## src/rtl/icache_ctrl.sv

```systemverilog
// icache_ctrl: direct-mapped, read-only instruction cache controller.
// Drives an external data RAM (one word per entry) and tag RAM (one tag per
// line). Both RAMs have a one-cycle synchronous read. Per-line valid bits are
// kept in flops. A miss fills the whole 4-word line in order, beats 0..3, and
// returns the requested word once the fill is done.
module icache_ctrl #(
  parameter int ADDR_W   = 32,
  parameter int DATA_W   = 32,
  parameter int INDEX_W  = 8,
  parameter int OFFSET_W = 2,
  parameter int TAG_W    = ADDR_W - INDEX_W - OFFSET_W - 2
) (
  input  logic                        HCLK,
  input  logic                        HRESETn,
  input  logic                        cpu_req,
  input  logic [ADDR_W-1:0]           cpu_addr,
  output logic                        cpu_gnt,
  output logic                        cpu_rvalid,
  output logic [DATA_W-1:0]           cpu_rdata,
  output logic                        cpu_err,
  input  logic                        flush,
  output logic                        busy,
  output logic                        mem_req,
  output logic [ADDR_W-1:0]           mem_addr,
  input  logic                        mem_ack,
  input  logic                        mem_err,
  input  logic [DATA_W-1:0]           mem_rdata,
  output logic                        dram_wr_en,
  output logic [INDEX_W+OFFSET_W-1:0] dram_wr_addr,
  output logic [DATA_W-1:0]           dram_wr_data,
  output logic [INDEX_W+OFFSET_W-1:0] dram_rd_addr,
  input  logic [DATA_W-1:0]           dram_rd_data,
  output logic                        tag_wr_en,
  output logic [INDEX_W-1:0]          tag_wr_addr,
  output logic [TAG_W-1:0]            tag_wr_data,
  output logic [INDEX_W-1:0]          tag_rd_addr,
  input  logic [TAG_W-1:0]            tag_rd_data
);

  localparam int LINES = 1 << INDEX_W;

  typedef enum logic [1:0] {
    ST_IDLE   = 2'd0,
    ST_LOOKUP = 2'd1,
    ST_FILL   = 2'd2,
    ST_DONE   = 2'd3
  } state_t;

  state_t              state_q, state_d;
  logic [LINES-1:0]    valid_q, valid_d;
  logic [TAG_W-1:0]    tag_q, tag_d;
  logic [INDEX_W-1:0]  idx_q, idx_d;
  logic [OFFSET_W-1:0] off_q, off_d;
  logic [OFFSET_W-1:0] beat_q, beat_d;
  logic [DATA_W-1:0]   word_q, word_d;
  logic                err_q, err_d;
  logic                flush_seen_q, flush_seen_d;

  logic [TAG_W-1:0]    req_tag_s;
  logic [INDEX_W-1:0]  req_idx_s;
  logic [OFFSET_W-1:0] req_off_s;
  logic                hit_s;
  logic                miss_s;
  logic                gnt_s;
  logic                accept_s;
  logic                fill_ack_s;
  logic                err_ack_s;
  logic                last_ack_s;
  logic                unused_addr_bits;

  // Byte-lane bits of the fetch address carry no information for a word cache.
  assign unused_addr_bits = ^cpu_addr[1:0];

  assign req_tag_s = cpu_addr[ADDR_W-1 -: TAG_W];
  assign req_idx_s = cpu_addr[OFFSET_W+2 +: INDEX_W];
  assign req_off_s = cpu_addr[2 +: OFFSET_W];

  // Hit is judged on the valid bits as they stand before any flush this cycle.
  assign hit_s      = (state_q == ST_LOOKUP) && valid_q[idx_q] && (tag_rd_data == tag_q);
  assign miss_s     = (state_q == ST_LOOKUP) && !hit_s;
  assign gnt_s      = !flush && ((state_q == ST_IDLE) || hit_s);
  assign accept_s   = cpu_req && gnt_s;
  assign fill_ack_s = (state_q == ST_FILL) && mem_ack;
  assign err_ack_s  = fill_ack_s && mem_err;
  assign last_ack_s = fill_ack_s && !mem_err && (beat_q == {OFFSET_W{1'b1}});

  // State and datapath registers; reset aborts any fill and drops all lines.
  always_ff @(posedge HCLK or negedge HRESETn) begin
    if (!HRESETn) begin
      state_q      <= ST_IDLE;
      valid_q      <= '0;
      tag_q        <= '0;
      idx_q        <= '0;
      off_q        <= '0;
      beat_q       <= '0;
      word_q       <= '0;
      err_q        <= 1'b0;
      flush_seen_q <= 1'b0;
    end else begin
      state_q      <= state_d;
      valid_q      <= valid_d;
      tag_q        <= tag_d;
      idx_q        <= idx_d;
      off_q        <= off_d;
      beat_q       <= beat_d;
      word_q       <= word_d;
      err_q        <= err_d;
      flush_seen_q <= flush_seen_d;
    end
  end

  // Next-state logic for the lookup/fill sequencer.
  always_comb begin
    state_d = state_q;
    case (state_q)
      ST_IDLE: begin
        if (accept_s) state_d = ST_LOOKUP;
        else          state_d = ST_IDLE;
      end
      ST_LOOKUP: begin
        if (hit_s) begin
          if (accept_s) state_d = ST_LOOKUP;
          else          state_d = ST_IDLE;
        end else begin
          state_d = ST_FILL;
        end
      end
      ST_FILL: begin
        if (err_ack_s || last_ack_s) state_d = ST_DONE;
        else                         state_d = ST_FILL;
      end
      ST_DONE: state_d = ST_IDLE;
      default: state_d = ST_IDLE;
    endcase
  end

  // Request capture, valid-bit maintenance, beat counting and word capture.
  always_comb begin
    if (accept_s) begin
      tag_d = req_tag_s;
      idx_d = req_idx_s;
      off_d = req_off_s;
    end else begin
      tag_d = tag_q;
      idx_d = idx_q;
      off_d = off_q;
    end

    // A flush wipes every line; a miss drops the victim line before refill.
    if (flush) valid_d = '0;
    else       valid_d = valid_q;
    if (miss_s)          valid_d[idx_q] = 1'b0;
    else if (last_ack_s) valid_d[idx_q] = !(flush || flush_seen_q);
    else                 valid_d[idx_q] = valid_d[idx_q];

    if (miss_s)          beat_d = '0;
    else if (fill_ack_s) beat_d = beat_q + OFFSET_W'(1);
    else                 beat_d = beat_q;

    if (fill_ack_s && (beat_q == off_q)) word_d = mem_rdata;
    else                                 word_d = word_q;

    if (state_q == ST_DONE) err_d = 1'b0;
    else if (err_ack_s)     err_d = 1'b1;
    else                    err_d = err_q;

    if (state_q == ST_DONE)                   flush_seen_d = 1'b0;
    else if ((state_q == ST_FILL) && flush)   flush_seen_d = 1'b1;
    else                                      flush_seen_d = flush_seen_q;
  end

  // Output decode: CPU response, memory beat request and RAM write ports.
  always_comb begin
    cpu_gnt      = gnt_s;
    dram_rd_addr = {req_idx_s, req_off_s};
    tag_rd_addr  = req_idx_s;
    cpu_rvalid   = 1'b0;
    cpu_rdata    = '0;
    cpu_err      = 1'b0;
    busy         = 1'b0;
    mem_req      = 1'b0;
    mem_addr     = '0;
    dram_wr_en   = 1'b0;
    dram_wr_addr = '0;
    dram_wr_data = '0;
    tag_wr_en    = 1'b0;
    tag_wr_addr  = '0;
    tag_wr_data  = '0;
    case (state_q)
      ST_IDLE: begin
        busy = 1'b0;
      end
      ST_LOOKUP: begin
        if (hit_s) begin
          cpu_rvalid = 1'b1;
          cpu_rdata  = dram_rd_data;
        end else begin
          busy = 1'b1;
        end
      end
      ST_FILL: begin
        busy     = 1'b1;
        mem_req  = 1'b1;
        mem_addr = {tag_q, idx_q, beat_q, 2'b00};
        // An errored beat carries no usable data, so it is not written.
        if (fill_ack_s && !mem_err) begin
          dram_wr_en   = 1'b1;
          dram_wr_addr = {idx_q, beat_q};
          dram_wr_data = mem_rdata;
        end else begin
          dram_wr_en   = 1'b0;
        end
        if (last_ack_s) begin
          tag_wr_en   = 1'b1;
          tag_wr_addr = idx_q;
          tag_wr_data = tag_q;
        end else begin
          tag_wr_en   = 1'b0;
        end
      end
      ST_DONE: begin
        busy       = 1'b1;
        cpu_rvalid = 1'b1;
        cpu_err    = err_q;
        if (err_q) cpu_rdata = '0;
        else       cpu_rdata = word_q;
      end
      default: begin
        busy = 1'b0;
      end
    endcase
  end

endmodule

```

## config.mk

```make
export PLATFORM = sky130hd
export DESIGN_NAME = icache_ctrl
export DESIGN_NICKNAME = d
export VERILOG_FILES = /design/src/rtl/icache_ctrl.sv
export SDC_FILE = /design/constraint.sdc
export NUM_CORES = 1
export LEC_CHECK = 0
export CAP_MARGIN = 20
export CORE_UTILIZATION = 31
export DETAILED_ROUTE_END_ITERATION = 8
export PLACE_DENSITY_LB_ADDON = 0.15
export SYNTH_ARGS = -nofsm -noshare
export SYNTH_HDL_FRONTEND = slang
export SYNTH_SLANG_ARGS = --single-unit
```

## constraint.sdc

```tcl
create_clock -name HCLK -period 5.2 [get_ports HCLK]
set_clock_uncertainty 0.1 [all_clocks]
set_input_delay 1.56 -clock HCLK [delete_from_list [all_inputs] [get_ports HCLK]]
set_output_delay 1.56 -clock HCLK [all_outputs]
set_load 0.005 [all_outputs]
```

-- Yosys cells after proc, flatten, opt, wreduce, memory -nomap -nowiden
Cells that the tools add are included.
- eq/ne operators: 6
- $lt $le $gt $ge: 2
- reductions and logical operators: 24
- add/sub/neg operators: 1
- bitwise gates (word level): 2
- multiplexer cells: 43
- operators by type and width (operator ; number):
    256-bit 2-to-1 mux ; 3
    256-bit bitwise mux ; 2
    256-bit bitwise AND ; 1
    256-bit NOT ; 1
    32-bit 2-to-1 mux ; 5
    32-bit one-hot mux with 2 select lines ; 1
    20-bit 2-to-1 mux ; 2
    20-bit == test ; 1
    10-bit 2-to-1 mux ; 2
    1-bit 2-to-1 mux ; 17
    1-bit binary-select mux with 8-bit select ; 2
    8-bit 2-to-1 mux ; 2
    1-bit logical AND ; 12
    8-bit by 9-bit < comparator with 1-bit output (second input constant) ; 1
    1-bit demux with 8-bit select ; 1
    8-bit by 1-bit >= comparator with 1-bit output (second input constant) ; 1
    2-bit one-hot mux with 4 select lines ; 1
    2-bit == test (second input constant) ; 3
    2-bit 2-to-1 mux ; 3
    2-bit nonzero test ; 3
    1-bit zero test ; 4
    1-bit logical OR ; 3
    1-bit one-hot mux with 3 select lines ; 1
    2-bit by 1-bit adder with 2-bit output (second input constant) ; 1
    other kinds (5) ; 5
- output and inout bits: 159
- word-level logic and storage cells: 87
- input bits: 122
- register bits: 324

-- Depth between registers and ports, before layout
Gate-level depths: netlist (run 1).
- word-level depth: 10
- gate-level depth with buffers: 14
- mapped depth without buffers: 8

-- Worst setup path before layout (run 1)
OpenSTA, ideal clock, no wires.
- kind: input-to-output
- start point: input port tag_rd_data[15]
- end point: output port cpu_rdata[10]
- data arrival time: 3.163 ns
- data required time: 3.540 ns
- slack: 0.377 ns
- path buffers: 1
- cell stages on the path: 7
- cell sequence: xnor2_1 nand4_1 nor4_1 nand4_1 nor3_1 clkbuf_1 a22o_1
- word-level cells in the longest chain between the ends: 4
- ends and longest elaborated chain (element ; line ; text):
    from (decl) ; 37 ; input logic [TAG_W-1:0] tag_rd_data
    20-bit == test ; 79 ; assign hit_s = (state_q == ST_LOOKUP) && valid_q[idx_q] && (tag_rd_data == tag_q);
    1-bit logical AND ; 79 ;
    32-bit 2-to-1 mux ; 194 ; if (hit_s) begin
    32-bit one-hot mux with 2 select lines ; 189 ; case (state_q)
    to (decl) ; 19 ; output logic [DATA_W-1:0] cpu_rdata,
No other way between the ends.

-- Worst setup path after layout (run 1)
- start point: register idx_q[0]
- end point: output port cpu_rdata[20]
- word-level cells in the longest chain between the ends: 6
- ends and longest elaborated chain (element ; line ; text):
    from (decl) ; 52 ; logic [INDEX_W-1:0] idx_q, idx_d;
    from (signal assigned) ; 103 ; idx_q <= idx_d;
    1-bit binary-select mux with 8-bit select ; 79 ;
    1-bit 2-to-1 mux (implied by the code) ; 79 ;
    1-bit logical AND (2 in a row) ; 79 ;
    32-bit 2-to-1 mux ; 194 ;
    32-bit one-hot mux with 2 select lines ; 189 ;
No other way between the ends. The select of a mux whose other input is x is not followed.

==> results of run 1 <==
-- stage by stage --
step                      setup WS [ns]  power (mW)
after floorplan                   0.377        5.98
after global placement           -0.648        7.95
after detailed placement         -0.690        8.00
after CTS                        -0.340        10.9
after global routing             -0.297        11.4
final                            -0.228        10.9
-- timing repair --
action,4_1_cts,5_1_grt
pin swaps,12,25
gates cloned,2,2
gates resized for setup,124,44
hold buffers,0,0
buffers inserted,18,2
endpoints found under the setup margin,35,35
-- worst max-delay path, cell delays in order (launching register included) --
cell	delay [ns]
dfrtp_4	0.55
buf_12	0.18
mux4_2	0.53
mux4_2	0.50
a22oi_2	0.21
and3_4	0.23
o311a_4	0.26
nor3_4	0.07
buf_12	0.15
clkbuf_16	0.16
a22o_1	0.23
clkbuf_2	0.11
-- logic make-up after synthesis --
logic type	Yosys count
compound gates	421
xor+xnor	23
fa+ha+maj	1
buf+inv	251
flops	324
mux	128
other cells	1
simple gates	749
-- synth_stat cells (all sizes together), types with 7 or more instances --
master,n
o311ai,31
nand2b,7
a22oi,14
nor2,32
o41ai,257
nand3b,256
mux2,34
mux4,52
mux2i,42
xor2,7
clkbuf,149
and3,28
a22o,33
o21ai,30
dfrtp,324
and2,71
buf,96
nand3,7
o211ai,32
nor3,18
nand2,309
xnor2,16
-- worst paths after layout --
| check | startpoint | endpoint | slack (ns) | depth (start not counted) |
|---|---|---|---|---|
| setup / recovery | idx_q[0] | cpu_rdata[20] | -0.23 | 11 |
| hold / removal | word_q[21] | word_q[21] | 0.41 | 1 |
| setup reg to reg | idx_q[0] | valid_q[53] | 0.39 | 14 |
| hold reg to reg | word_q[21] | word_q[21] | 0.41 | 1 |
| max in group asynchronous | HRESETn | valid_q[158] | 3.10 | 2 |
| min in group asynchronous | HRESETn | valid_q[186] | 0.94 | 1 |
-- sequential cells by signal, summed over array words and instances (netlist names), named ones only --
signal and cells:
beat_q 2, err_q 1, flush_seen_q 1, idx_q 8, off_q 2, state_q 1
tag_q 20, valid_q 256, word_q 32
-- final cells by class --
cell class                      count  area (um2)
Fill cell                        6410       40000
Multi-Input combinational cell   1324       11600
Sequential cell                   324        8120
Timing Repair Buffer              410        4040
Clock buffer                       60        1180
Tap cell                          864        1080
Clock inverter                      8        72.6
Inverter                            6        22.5
-- report_power, final --
part / internal [mW] / switching [mW]
Clock: 1.61 / 1.13
Combinational: 1.74 / 3.30
Sequential: 2.79 / 0.335
Total: 6.13 / 4.77
-- routing by layer --
| metal | global-route usage (%) | vias up |
|---|---|---|
| met4 | 6.01 | 0 |
| met1 | 28.3 | 8909 |
| li1 | - | 7649 |
| met5 | 0 | - |
| met2 | 34.4 | 499 |
| met3 | 3.58 | 100 |
==> impl_metrics.csv, run 1 <==
group,metric,value,unit
timing,max-slew-margin-rel,11.8,%
detailed_routing,drt-wirelength-per-cell,24.7,um
logic_synthesis,synth-main-ff-cell,"dfrtp_1",
placed_design,gp_congestion,0.813,
logic_synthesis,synth_area,20800,um2
timing,setup_viol,35,
global_route,grt-ovfl-total,0,
floorplanning,die_w,261,um
logic_synthesis,yosysSeqAreaShare,38.9,%
floorplanning,rows,94,
final_layout,final_common_cell,"dfrtp_1",
floorplanning,die_h,261,um
logic_synthesis,yosysWarnings,0,
global_route,antenna_found_initial,0,
logic_synthesis,synthCells,1898,
final_layout,final_cell_mix,"dfrtp_1 (321), nand2_1 (309), nand3b_1 (256)",
detailed_routing,vias,17157,
clock_tree,clockRootBuffer,"clkbuf_16",
floorplanning,start_util,31.5,%
logic_synthesis,synthMuxAreaShare,9.47,%
final_layout,fin_cells,2996,
placed_design,dpl_cell_area,24600,um2
clock_tree,cts_buffers,41,
timing,holdWs,0.407,ns
detailed_routing,wl_met3,4130,um
detailed_routing,drt-initial-drc-count,1261,
timing,rsz0062_at_grt,"yes",
global_route,first_global_vias,17178,
floorplanning,core_area,66100,um2
global_route,grt_max_degree,244,
logic_synthesis,netlist_top_cells_area,"dfrtp_1 (39%), o41ai_2 (16%), nand3b_1 (9.2%)",
global_route,grt_pass1_wl,111000,um
timing,timing_hold_violations_final,0,
final_layout,syn_to_final_growth,25.3,%
detailed_routing,wl_met2,35100,um
final_layout,final_cell_area,26100,um2
run_status,violations,"design-rule violations, negative setup slack",
logic_synthesis,synth.distinct_cells,57,
logic_synthesis,synth_top_family_by_area,"compound AO/OA/AOI/OAI gates",
logic_synthesis,ys_ff_latch,324,
clock_tree,clock_latency,0.57,ns
run_status,status,"finished with violations",
timing,worst_slack,-0.228,ns
placed_design,numPlacedInstances,2904,
logic_synthesis,synth_area_per_cell,11.0,um2
final_layout,final_nets,2230,
timing,fin_crit_sh,104,%
critical_path,end_kind,"output pin",
clock_tree,clk_pin_slew,0.06,ns
clock_tree,cts_buffer_depth,3,
placed_design,dp_hpwl,46900,um
logic_synthesis,synthXorXnorAreaFrac,0.966,%
detailed_routing,ant_nets,0,
detailed_routing,vias_per_cell,5.73,
critical_path,required,3.54,ns
power_and_ir_drop,p_leak,10.8,nW
logic_synthesis,synth_compound_area_share,24.2,%
worst_hold_path,hp-class,"reg -> reg",
critical_path,startpoint_type,"flop",
final_layout,n_antenna_cell,0,
detailed_routing,drt_wl_total,73900,um
final_layout,drive_above_1_share,26.6,%
clock_tree,cts_tree,"done",
clock_tree,htreeDepth,2,
logic_synthesis,async_flop_share,100,%
global_route,grt_usage,21.0,%
critical_path,path_max_fanout,8,
timing,tns,-6.81,ns
power_and_ir_drop,peakVddDrop,0.000717,V
floorplanning,die_area,68300,um2
logic_synthesis,synth_top_area_share,38.9,%
placed_design,io_buffers,276,
detailed_routing,drc_errors,44,
timing,tightestPinTransition,1.32,ns
detailed_routing,dr.pass1.iters,9,
timing,period_minus_slack,5.43,ns
timing,drv_slew,0,
critical_path,arrival,3.77,ns
detailed_routing,highest_layer,"met4",
power_and_ir_drop,powerDensity,417,nW/um2
final_layout,fin_util,39.5,%
timing,fmax,0.184,GHz
logic_synthesis,synth-edff-count,0,
logic_synthesis,synth_fa_ha_area_share,0.0600,%
run,maxCapViolCount,0,
logic_synthesis,synthSimpleGateAreaFrac,19.8,%
floorplanning,ios,281,
logic_synthesis,yosys.area.top_type,"dfrtp_1",
clock_tree,clock-sinks,324,
critical_path,crit_type,"reg -> out",
detailed_routing,wl_met1,32600,um
(Power assumes the default switching activity.)
==> run 2: changes to the inputs <==
- SLEW_MARGIN: default -> 20
- TNS_END_PERCENT: default -> 100
==> impl_metrics.csv, run 2 (synthesis results as in run 1) <==
group,metric,value,unit
run_status,status,"finished with violations",
run_status,violations,"design-rule violations, negative setup slack",
critical_path,startpoint_type,"flop",
critical_path,arrival,3.82,ns
placed_design,io_buffers,276,
clock_tree,cts_buffers,42,
timing,rsz0062_at_grt,"yes",
final_layout,fillerInstances,6358,
detailed_routing,dr.pass1.iters,9,
power_and_ir_drop,powerDensity,421,nW/um2
detailed_routing,vias,17107,
floorplanning,die_h,261,um
global_route,first_global_vias,17140,
timing,tightestPinTransition,1.37,ns
timing,setup_viol,35,
final_layout,largest_register_ffs,256,
detailed_routing,drt_wl_total,73900,um
detailed_routing,drt-wirelength-per-cell,24.6,um
clock_tree,clockRootBuffer,"clkbuf_16",
floorplanning,die_w,261,um
placed_design,numPlacedInstances,2899,
power_and_ir_drop,peakVddDrop,0.000715,V
power_and_ir_drop,power,11.1,mW
global_route,grt_usage,21.0,%
clock_tree,clock_latency,0.57,ns
clock_tree,cts_hold_buf,0,
placed_design,dp_hpwl,46700,um
final_layout,final_nets,2235,
final_layout,reg_top3,"valid_q (256), word_q (32), tag_q (20)",
detailed_routing,ant_nets,0,
power_and_ir_drop,p_leak,11.0,nW
timing,fin_crit_sh,105,%
clock_tree,clk_pin_slew,0.06,ns
global_route,grt_max_degree,244,
timing,worst_slack,-0.282,ns
global_route,grt-ovfl-total,0,
worst_hold_path,hp-class,"reg -> reg",
run,maxCapViolCount,0,
timing,timing_hold_violations_final,0,
detailed_routing,drc_errors,42,
final_layout,drive_above_1_share,27.5,%
floorplanning,core_area,66100,um2
clock_tree,clock-sinks,324,
critical_path,end_kind,"output pin",
clock_tree,cts_buffer_depth,3,
placed_design,gp_congestion,0.813,
placed_design,pre_cts_slack,-0.691,ns
detailed_routing,vias_per_cell,5.69,
detailed_routing,drt-initial-drc-count,1331,
critical_path,crit_type,"reg -> out",
clock_tree,cts_tree,"done",
timing,max-slew-margin-rel,8.89,%
timing,period_minus_slack,5.48,ns
final_layout,final_common_cell,"dfrtp_1",
clock_tree,htreeDepth,2,
timing,holdWs,0.408,ns
final_layout,n_antenna_cell,0,
floorplanning,rows,94,
final_layout,syn_to_final_growth,26.4,%
critical_path,path_max_fanout,5,
floorplanning,start_util,31.5,%
final_layout,fin_cells,3007,
timing,fmax,0.182,GHz
floorplanning,die_area,68300,um2
timing,drv_slew,0,
final_layout,final_cell_mix,"dfrtp_1 (321), nand2_1 (309), nand3b_1 (256)",
critical_path,required,3.54,ns
timing,tns,-6.11,ns
global_route,antenna_found_initial,0,
floorplanning,ios,281,
global_route,grt_pass1_wl,111000,um
final_layout,top_register,"valid_q",
-- run 2: final timing paths --
path	from	to	slack, ns	cells after the start
worst min register to register	valid_q[97]	valid_q[97]	0.41	2
worst min-delay path	valid_q[97]	valid_q[97]	0.41	2
worst max-delay path	idx_q[0]	cpu_rdata[9]	-0.28	13
min in group asynchronous	HRESETn	valid_q[191]	0.90	1
max in group asynchronous	HRESETn	valid_q[225]	3.09	2
worst max register to register	idx_q[0]	valid_q[53]	0.50	14
-- run 2: repair_timing --
item / CTS / global route
setup buffers: 17 / 14
cloned: 4 / 2
gates resized for setup: 174 / 48
setup endpoints to repair: 35 / 35
pin swaps: 44 / 28
-- run 2: stage by stage --
| step | util, % | instance area (um2) |
|---|---|---|
| 3_5_place_dp | 37.1 | 24500 |
| 3_3_place_gp | 37.1 | 24500 |
| 5_1_grt | 39.9 | 26400 |
| 6_report | 39.9 | 26400 |
| 2_1_floorplan | - | 20900 |
| 4_1_cts | 39.5 | 26100 |
-- run 2: cell type report --
class	count	area (um2)	share of cell area (%)
clock buffers	70	1320	5.00
clock inverters	5	56.3	0.214
inverters	6	22.5	0.0854
multi-input cells	1324	11700	44.3
flip-flops and latches	324	8120	30.8
well taps	864	1080	4.10
repair buffers	414	4080	15.5
-- run 2: critical path: stages (launching register included) --
cell       delay (ns)
dfrtp_4          0.49
buf_12           0.17
clkbuf_16        0.15
mux4_2           0.48
mux2i_1          0.45
a22o_1           0.21
o41a_1           0.24
o211a_4          0.26
nor3_4           0.08
buf_12           0.12
buf_8            0.13
buf_6            0.12
a22o_1           0.22
buf_2            0.12
-- run 2: report_power, final --
group	total (mW)	switching (mW)	internal, mW
logic	5.07	3.32	1.75
clock network	2.93	1.16	1.77
registers	3.11	0.324	2.79
total	11.1	4.80	6.30
-- run 2: metal layers --
layer	wire length [um]	global-route usage, %	share of wire, %
met4	1830	5.22	2.5
met3	4020	3.34	5.4
met2	35200	34.7	48
met5	0	0	0
met1	32900	28.7	44
